$ cat src/rtl/seq_compare_if.sv
// Request/response bundle for seq_compare_unit.
//   start/a/b/cond/sgn : request side, driven by the requester (master)
//   busy/done/comp_out : status side, driven by the compare unit (slave)
// cond encoding: 000 EQ, 001 NE, 010 LT, 011 GE, 100 LE, 101 GT, 110 FALSE, 111 TRUE.
// sgn=1 selects a two's-complement compare, sgn=0 an unsigned one.
interface seq_compare_if #(
    parameter int unsigned WIDTH = 32
);
    logic             start;
    logic [WIDTH-1:0] a;
    logic [WIDTH-1:0] b;
    logic [2:0]       cond;
    logic             sgn;
    logic             busy;
    logic             done;
    logic             comp_out;

    modport master (
        output start, a, b, cond, sgn,
        input  busy, done, comp_out
    );

    modport slave (
        input  start, a, b, cond, sgn,
        output busy, done, comp_out
    );
endinterface

$ cat src/rtl/seq_compare_unit.sv
// Multi-cycle set-condition compare for the DLX extended compare path.
// Scans the latched operands MSB-first, CHUNK bits per cycle, and finishes
// at the first differing chunk (or at the last chunk when all are equal).
// Ports:
//   clk   : rising-edge clock
//   rst_n : synchronous active-low reset
//   bus   : seq_compare_if slave (start/a/b/cond/sgn in, busy/done/comp_out out)
module seq_compare_unit #(
    parameter int unsigned WIDTH = 32,
    parameter int unsigned CHUNK = 8
) (
    input  logic          clk,
    input  logic          rst_n,
    seq_compare_if.slave  bus
);

    localparam int unsigned NCHUNK = WIDTH / CHUNK;
    localparam int unsigned IDX_W  = (NCHUNK > 1) ? $clog2(NCHUNK) : 1;

    typedef enum logic [1:0] {
        S_IDLE = 2'd0,
        S_CMP  = 2'd1,
        S_DONE = 2'd2
    } state_t;

    state_t           state_q, state_d;
    logic [IDX_W-1:0] idx_q, idx_d;
    logic [WIDTH-1:0] a_q, a_d;
    logic [WIDTH-1:0] b_q, b_d;
    logic [2:0]       cond_q, cond_d;
    logic             busy_q, busy_d;
    logic             done_q, done_d;
    logic             comp_q, comp_d;

    // Operands are shifted left after each non-decisive cycle, so the chunk
    // under test always sits in the top CHUNK bits.
    logic [CHUNK-1:0] chunk_a_c, chunk_b_c;
    logic             lt_c, gt_c, eq_c, last_c, result_c;

    assign chunk_a_c = a_q[WIDTH-1 -: CHUNK];
    assign chunk_b_c = b_q[WIDTH-1 -: CHUNK];
    assign lt_c      = chunk_a_c < chunk_b_c;
    assign gt_c      = chunk_a_c > chunk_b_c;
    assign eq_c      = chunk_a_c == chunk_b_c;
    assign last_c    = idx_q == IDX_W'(NCHUNK - 1);

    // Condition decode; eq is only meaningful once every chunk has matched.
    always_comb begin
        result_c = 1'b0;
        unique case (cond_q)
            3'b000:  result_c = eq_c;
            3'b001:  result_c = !eq_c;
            3'b010:  result_c = lt_c;
            3'b011:  result_c = !lt_c;
            3'b100:  result_c = lt_c | eq_c;
            3'b101:  result_c = gt_c;
            3'b110:  result_c = 1'b0;
            default: result_c = 1'b1;
        endcase
    end

    // Next-state and registered-output logic.
    always_comb begin
        state_d = state_q;
        idx_d   = idx_q;
        a_d     = a_q;
        b_d     = b_q;
        cond_d  = cond_q;
        busy_d  = 1'b0;
        done_d  = 1'b0;
        comp_d  = comp_q;

        unique case (state_q)
            S_CMP: begin
                if (!eq_c || last_c) begin
                    state_d = S_DONE;
                    done_d  = 1'b1;
                    comp_d  = result_c;
                end else begin
                    idx_d  = idx_q + IDX_W'(1);
                    a_d    = a_q << CHUNK;
                    b_d    = b_q << CHUNK;
                    busy_d = 1'b1;
                end
            end
            default: begin
                // IDLE and DONE both accept a new request (busy is low).
                if (bus.start) begin
                    state_d = S_CMP;
                    idx_d   = '0;
                    // Flipping the sign bits maps a signed compare onto an unsigned one.
                    a_d     = {bus.a[WIDTH-1] ^ bus.sgn, bus.a[WIDTH-2:0]};
                    b_d     = {bus.b[WIDTH-1] ^ bus.sgn, bus.b[WIDTH-2:0]};
                    cond_d  = bus.cond;
                    busy_d  = 1'b1;
                end else begin
                    state_d = S_IDLE;
                end
            end
        endcase
    end

    // State and output registers.
    always_ff @(posedge clk) begin
        if (!rst_n) begin
            state_q <= S_IDLE;
            idx_q   <= '0;
            a_q     <= '0;
            b_q     <= '0;
            cond_q  <= '0;
            busy_q  <= 1'b0;
            done_q  <= 1'b0;
            comp_q  <= 1'b0;
        end else begin
            state_q <= state_d;
            idx_q   <= idx_d;
            a_q     <= a_d;
            b_q     <= b_d;
            cond_q  <= cond_d;
            busy_q  <= busy_d;
            done_q  <= done_d;
            comp_q  <= comp_d;
        end
    end

    assign bus.busy     = busy_q;
    assign bus.done     = done_q;
    assign bus.comp_out = comp_q;

endmodule

$ cat src/flat_wrapper.sv
// flat-port wrapper written by rule: the top's interface ports become plain ports
module seq_compare_unit_flat 
#(
    parameter int unsigned WIDTH = 32,
    parameter int unsigned CHUNK = 8
)
  (clk, rst_n, bus_start, bus_a, bus_b, bus_cond, bus_sgn, bus_busy, bus_done, bus_comp_out);
  seq_compare_if #(.WIDTH(WIDTH)) bus_i ();
  input  logic clk;
  input  logic rst_n;
  input wire logic [$bits(bus_i.start)-1:0] bus_start;
  input wire logic [$bits(bus_i.a)-1:0] bus_a;
  input wire logic [$bits(bus_i.b)-1:0] bus_b;
  input wire logic [$bits(bus_i.cond)-1:0] bus_cond;
  input wire logic [$bits(bus_i.sgn)-1:0] bus_sgn;
  output wire logic [$bits(bus_i.busy)-1:0] bus_busy;
  output wire logic [$bits(bus_i.done)-1:0] bus_done;
  output wire logic [$bits(bus_i.comp_out)-1:0] bus_comp_out;
  assign bus_i.start = bus_start;
  assign bus_i.a = bus_a;
  assign bus_i.b = bus_b;
  assign bus_i.cond = bus_cond;
  assign bus_i.sgn = bus_sgn;
  assign bus_busy = bus_i.busy;
  assign bus_done = bus_i.done;
  assign bus_comp_out = bus_i.comp_out;
  seq_compare_unit #(.WIDTH(WIDTH), .CHUNK(CHUNK)) u_core (.clk(clk), .rst_n(rst_n), .bus(bus_i));
endmodule
$ cat config.mk
export PLATFORM = sky130hd
export DESIGN_NAME = seq_compare_unit_flat
export DESIGN_NICKNAME = d
export VERILOG_FILES = /design/src/rtl/seq_compare_if.sv /design/src/rtl/seq_compare_unit.sv /design/src/flat_wrapper.sv
export SDC_FILE = /design/constraint.sdc
export NUM_CORES = 1
export LEC_CHECK = 0
export ABC_AREA = 0
export CORE_MARGIN = 8
export CORE_UTILIZATION = 46
export CTS_CLUSTER_SIZE = 8
export DETAILED_ROUTE_END_ITERATION = 16
export PLACE_DENSITY = 0.78
export SLEW_MARGIN = 20
export SYNTH_ARGS = -nofsm -noshare
export SYNTH_HDL_FRONTEND = slang
export SYNTH_SLANG_ARGS = --single-unit
$ cat constraint.sdc
create_clock -name clk -period 2.1 [get_ports clk]
set_input_delay 0.315 -clock clk [delete_from_list [all_inputs] [get_ports clk]]
set_output_delay 0.315 -clock clk [all_outputs]
set_load 0.005 [all_outputs]
* Word level (Yosys, flattened, before mapping) *
Cells that the tools add are included.

storage, ports and cells
  input bits = 71
  output and inout port bits = 3
  word-level logic and storage cells = 52
  register bits = 74

operators by class
  reductions and logical operators = 9
  add/sub/neg operators = 1
  equality and inequality tests = 11
  $lt $le $gt $ge = 2
  mux-type cells = 17
  bitwise operators = 4

operators with widths
  kind                 number
  $mux 32              6
  $mux 2               5
  $eq 3x3->1 const B   3
  $eq 8x8->1           1
  $gt 8x8->1           1
  $lt 8x8->1           1
  $reduce_and 2->1     4
  $pmux 1 s7           1
  $eq 3x2->1 const B   2
  $mux 1               5
  $eq 3x1->1 const B   1
  $logic_not 3->1      1
  $add 2x1->2 const B  1
  $eq 2x1->1 const B   1
  $eq 2x2->1 const B   1
  $logic_not 1->1      2
  $ne 2x1->1 const B   1
  $ne 2x2->1 const B   1
  $reduce_bool 2->1    1
  $xor 1x1->1          2
  $logic_or 1x1->1     1
  $not 1->1            1
  $or 1x1->1           1

* Depth between registers and ports, before layout *
Gate-level depths: netlist of the first run.

  depth in word-level cells = 5
  depth in mapped cells = 10
  depth with buffers taken out = 7

* Worst setup path before layout of the first run *
Ideal clock, no wire load.

  kind = flip-flop to flip-flop
  from = register u_core.b_q[30]
  to = register u_core.comp_q (netlist: u_core.bus.comp_out)
  clock period less this slack = 1989 ps
  path buffers = 0
  arrival time = 1864 ps
  data required time = 1975 ps
  stages on the path, launching flop included = 8
  setup slack = 111 ps
  library setup time = 125 ps
  cell sequence = dfxtp_1 -> inv_1 -> ha_1 -> nand4_2 -> o311ai_0 -> nor4b_1 -> a31oi_1 -> nand3_1

on the way
  cells in the longest elaborated chain, start to end = 4
  elaborated cells between the ends (all ways) = 9
  classes of those cells = order compare: 2; eq/ne: 1; mux: 1; bitwise: 1; reduce/logical: 4

RTL lines
  item                                                                line                     text
  from (decl)                                                         seq_compare_unit.sv:29   logic [WIDTH-1:0] b_q, b_d;
  from (signal assigned)                                              seq_compare_unit.sv:109  b_q <= '0;
  from (signal assigned)                                              seq_compare_unit.sv:118  b_q <= b_d;
  parallel branches: the longest is 4 deep, another holds $lt 8x8->1  --
  to (signal assigned)                                                seq_compare_unit.sv:122  comp_q <= comp_d;
  to (decl)                                                           seq_compare_unit.sv:33   logic comp_q, comp_d;

Parallel ways; which one is timed is not known.
A chain may end at the register's enable or synchronous reset.

* Final worst setup path of the first run *
  from = register u_core.b_q[27]
  to = register u_core.a_q[31]

on the way
  cells in the longest elaborated chain, start to end = 5

RTL lines
  item                               line                     text
  $eq 8x8->1                         seq_compare_unit.sv:44   assign eq_c = chunk_a_c == chunk_b_c;
  $logic_not 1->1                    seq_compare_unit.sv:75   if (!eq_c || last_c) begin
  $logic_or 1x1->1                   seq_compare_unit.sv:75
  $ne 2x2->1 (no source line)        --
  $reduce_and 2->1 (no source line)  --
  to (signal assigned)               seq_compare_unit.sv:108  a_q <= '0;
  to (signal assigned)               seq_compare_unit.sv:117  a_q <= a_d;
  to (decl)                          seq_compare_unit.sv:28   logic [WIDTH-1:0] a_q, a_d;

No other way between the ends.

==> flow_metrics.py, run 1 <==
metrics = {
    "routing": {
        "wl_per_cell_um": 15.6,
        "drtPass1Iterations": 7,
        "routed_wl_mm": 8.13,
        "avgViaCountPerCell": 5.23,
        "ant_nets": 0,
        "first_iter_violations": 100,
        "drc": 0,
        "via_count": 2724,
    },
    "final_layout": {
        "drive_gt1_frac": 0.164,
        "final_cell_mix": "dfxtp_1, clkdlybuf4s50_1, nor2_1",
        "nets": 497,
        "diodes": 0,
        "mostFrequentLayoutCell": "dfxtp_1",
        "syn2layout_area_growth_pct": 35.2,
        "final_area_um2": 4610,
        "fillers": 601,
    },
    "pwr": {
        "peakVddDrop_mv": 0.520,
        "p_leak_nw": 1.95,
        "power_density_nw_per_um2": 816,
        "total_power_mw": 3.77,
    },
    "critical_path": {
        "worstPathArrival_ns": 2.27,
        "end_kind": "flop",
        "crit_path_start": "u_core.b_q[27]$_SDFFE_PN0P_",
        "critPathMaxStageDelay_ns": 0.35,
        "worstSetupPathType": "flop to flop",
        "rr_startpoint": "u_core.b_q[27]$_SDFFE_PN0P_",
        "critical_path_required_ns": 2.38,
        "critPathSlowestCell": "dfxtp_1",
        "cp_max_fo": 18,
        "start_kind": "flop",
        "cp_cell_sequence": "inv_1 -> ha_1 -> nand4_1 -> nor4_4 -> or2_4 -> buf_4 -> clkbuf_16 -> o211ai_1 -> a21oi_1",
    },
    "clock_network": {
        "ctsRootBufferMaster": "clkbuf_8",
        "cts_buffers": 9,
        "insertion_delay_ns": 0.34,
        "hold_buffers": 0,
        "cts_tree": "built",
        "cts_sinks": 74,
        "htreeDepth": 3,
        "path_clk_slew_ns": 0.07,
        "cts.path.max_buffers": 2,
    },
    "placement": {
        "dp_hpwl_mm": 5.64,
        "gp_congestion": 0.800,
        "port_buffers": 73,
        "place_area_um2": 4250,
    },
    "synthesis": {
        "syn_avg_cell_area_um2": 9.84,
        "ys_types": 35,
        "ys_warn_count": 0,
        "synth.net_count": 427,
        "async_flop_share": 0,
        "ys_seq_area_frac": 0.434,
        "netlist_area_um2": 3410,
        "ys.flop_type": "dfxtp_1",
        "synth_edf_count": 0,
        "ys_ff_latch": 74,
        "synthCells": 347,
    },
    "global_route": {
        "grt_usage": 0.151,
        "grt_max_degree": 57,
        "gr-usage-met2": 0.253,
        "grt.busiest_layer": "met2",
        "use_met1": 0.181,
        "grt.overflow.total": 0,
        "grt_pass1_vias": 2647,
        "met3_usage": 0.0436,
        "grt_pass1_wl_mm": 12.4,
        "antenna_found_initial": 0,
    },
    "timing": {
        "finalSetupViolCount": 0,
        "grt_setup_unrepaired": "true",
        "skew_ns": 0.00570,
        "drv_slew": 0,
        "period_minus_slack_ns": 1.99,
        "relSlewSlack": 0.806,
        "fmax_ghz": 0.502,
        "period_share": 0.948,
        "hold_viol": 0,
        "tightest_slew_ns": 0.288,
    },
    "floorplan": {
        "ios": 74,
        "rows": 31,
        "die_area_um2": 10400,
        "die_y_um": 102,
        "die_width_um": 102,
        "start_util": 0.473,
        "design.core.area_um2": 7210,
    },
    "min_path": {
        "hold_path.class": "flop to flop",
        "hold_start": "u_core.a_q[31]$_SDFFE_PN0P_",
    },
    "run_status": {
        "status": "completed",
    },
    "flow_run": {
        "maxCapViolCount": 0,
    },
}
layer usage:
metal	wire, um	part of all wire
met5	0	0
met4	104	0.013
met3	315	0.039
met2	4150	0.51
met1	3550	0.44
cell usage after synthesis, types with 2 or more instances:
cell | instances | area, um^2
dfxtp_1 | 74 | 1480
a22oi_1 | 16 | 120
mux2i_1 | 47 | 470
buf_2 | 7 | 35.0
xnor2_1 | 3 | 26.3
o211ai_1 | 3 | 22.5
nor3_1 | 2 | 10.0
a211oi_2 | 22 | 275
ha_1 | 9 | 113
nor2_1 | 58 | 218
inv_1 | 10 | 37.5
a211oi_1 | 25 | 188
buf_6 | 4 | 45.0
a21oi_1 | 8 | 40.0
nor2_2 | 10 | 62.6
nand2_1 | 14 | 52.6
clkbuf_1 | 15 | 56.3
nand4_1 | 2 | 12.5
buf_4 | 2 | 15.0
final timing paths:
path / to / slack, ns / depth (start not counted)
worst max-delay path: u_core.a_q[31]$_SDFFE_PN0P_ / 0.11 / 9
worst min-delay path: u_core.a_q[31]$_SDFFE_PN0P_ / 0.47 / 2
worst max register to register: u_core.a_q[31]$_SDFFE_PN0P_ / 0.11 / 9
worst min register to register: u_core.a_q[31]$_SDFFE_PN0P_ / 0.47 / 2
repair_timing:
action	4_1_cts	5_1_grt
setup endpoints to repair	0	32
setup buffers	0	2
gates resized for setup	0	5
where the power goes:
group / switching [mW] / internal, mW / leakage, nW / total [mW]
Clock: 0.502 / 0.941 / 0.134 / 1.44
Combinational: 0.347 / 0.384 / 1.20 / 0.730
Sequential: 0.0709 / 1.52 / 0.612 / 1.59
stage by stage:
step | TNS, ns | utilization | setup slack (ns) | cells | hold WS [ns]
6_report | 0 | 0.639 | 0.109 | 521 | 0.466
5_1_grt | -0.0523 | 0.639 | -0.0386 | 521 | 0.490
4_1_cts | 0 | 0.626 | 0.0728 | 517 | 0.475
3_5_place_dp | 0 | 0.589 | 0.0990 | 501 | 0.462
3_3_place_gp | 0 | 0.589 | 0.205 | 501 | 0.439
2_1_floorplan | 0 | - | 0.111 | 347 | 0.432
worst max-delay path: cells and delay by family, from the launching register on:
kind	cells	cell delay [ns]
adders and majority gates	1	0.31
DFF	1	0.35
AOI/OAI and AO/OA	2	0.22
and+or+nand+nor	3	0.70
buffers and inverters	3	0.36
cell families after synthesis:
| kind of cell | share of synthesized area |
|---|---|
| muxes | 0.138 |
| xor gates and xnor gates | 0.00770 |
| buffers and inverters | 0.0564 |
| adders and majority gates | 0.0330 |
| DFF | 0.434 |
| AOI/OAI and AO/OA | 0.197 |
| and+or+nand+nor | 0.134 |
area by class of cell:
| cell class | count | area, um^2 | area share |
|---|---|---|---|
| Timing Repair Buffer | 88 | 936 | 0.203 |
| Sequential cell | 74 | 1480 | 0.321 |
| Multi-Input combinational cell | 234 | 1770 | 0.383 |
| Tap cell | 99 | 124 | 0.0269 |
| Clock buffer | 11 | 141 | 0.0306 |
| Clock inverter | 5 | 125 | 0.0271 |
| Inverter | 10 | 37.5 | 0.00814 |
sequential cells by signal, summed over array words and instances (netlist names):
register / flops
u_core.a_q: 32
u_core.state_q: 2
u_core.bus.busy: 1
u_core.idx_q: 2
u_core.b_q: 32
u_core.cond_q: 3
u_core.bus.done: 1
u_core.bus.comp_out: 1
No activity file was read; power rests on OpenSTA's default activity.
==> run 2: changes to the inputs <==
Settings changed: CAP_MARGIN set to 0, HOLD_SLACK_MARGIN set to 0.12.
==> results of run 2 <==
Same layout as run 1: the final DEF is identical, and so are final timing and power.
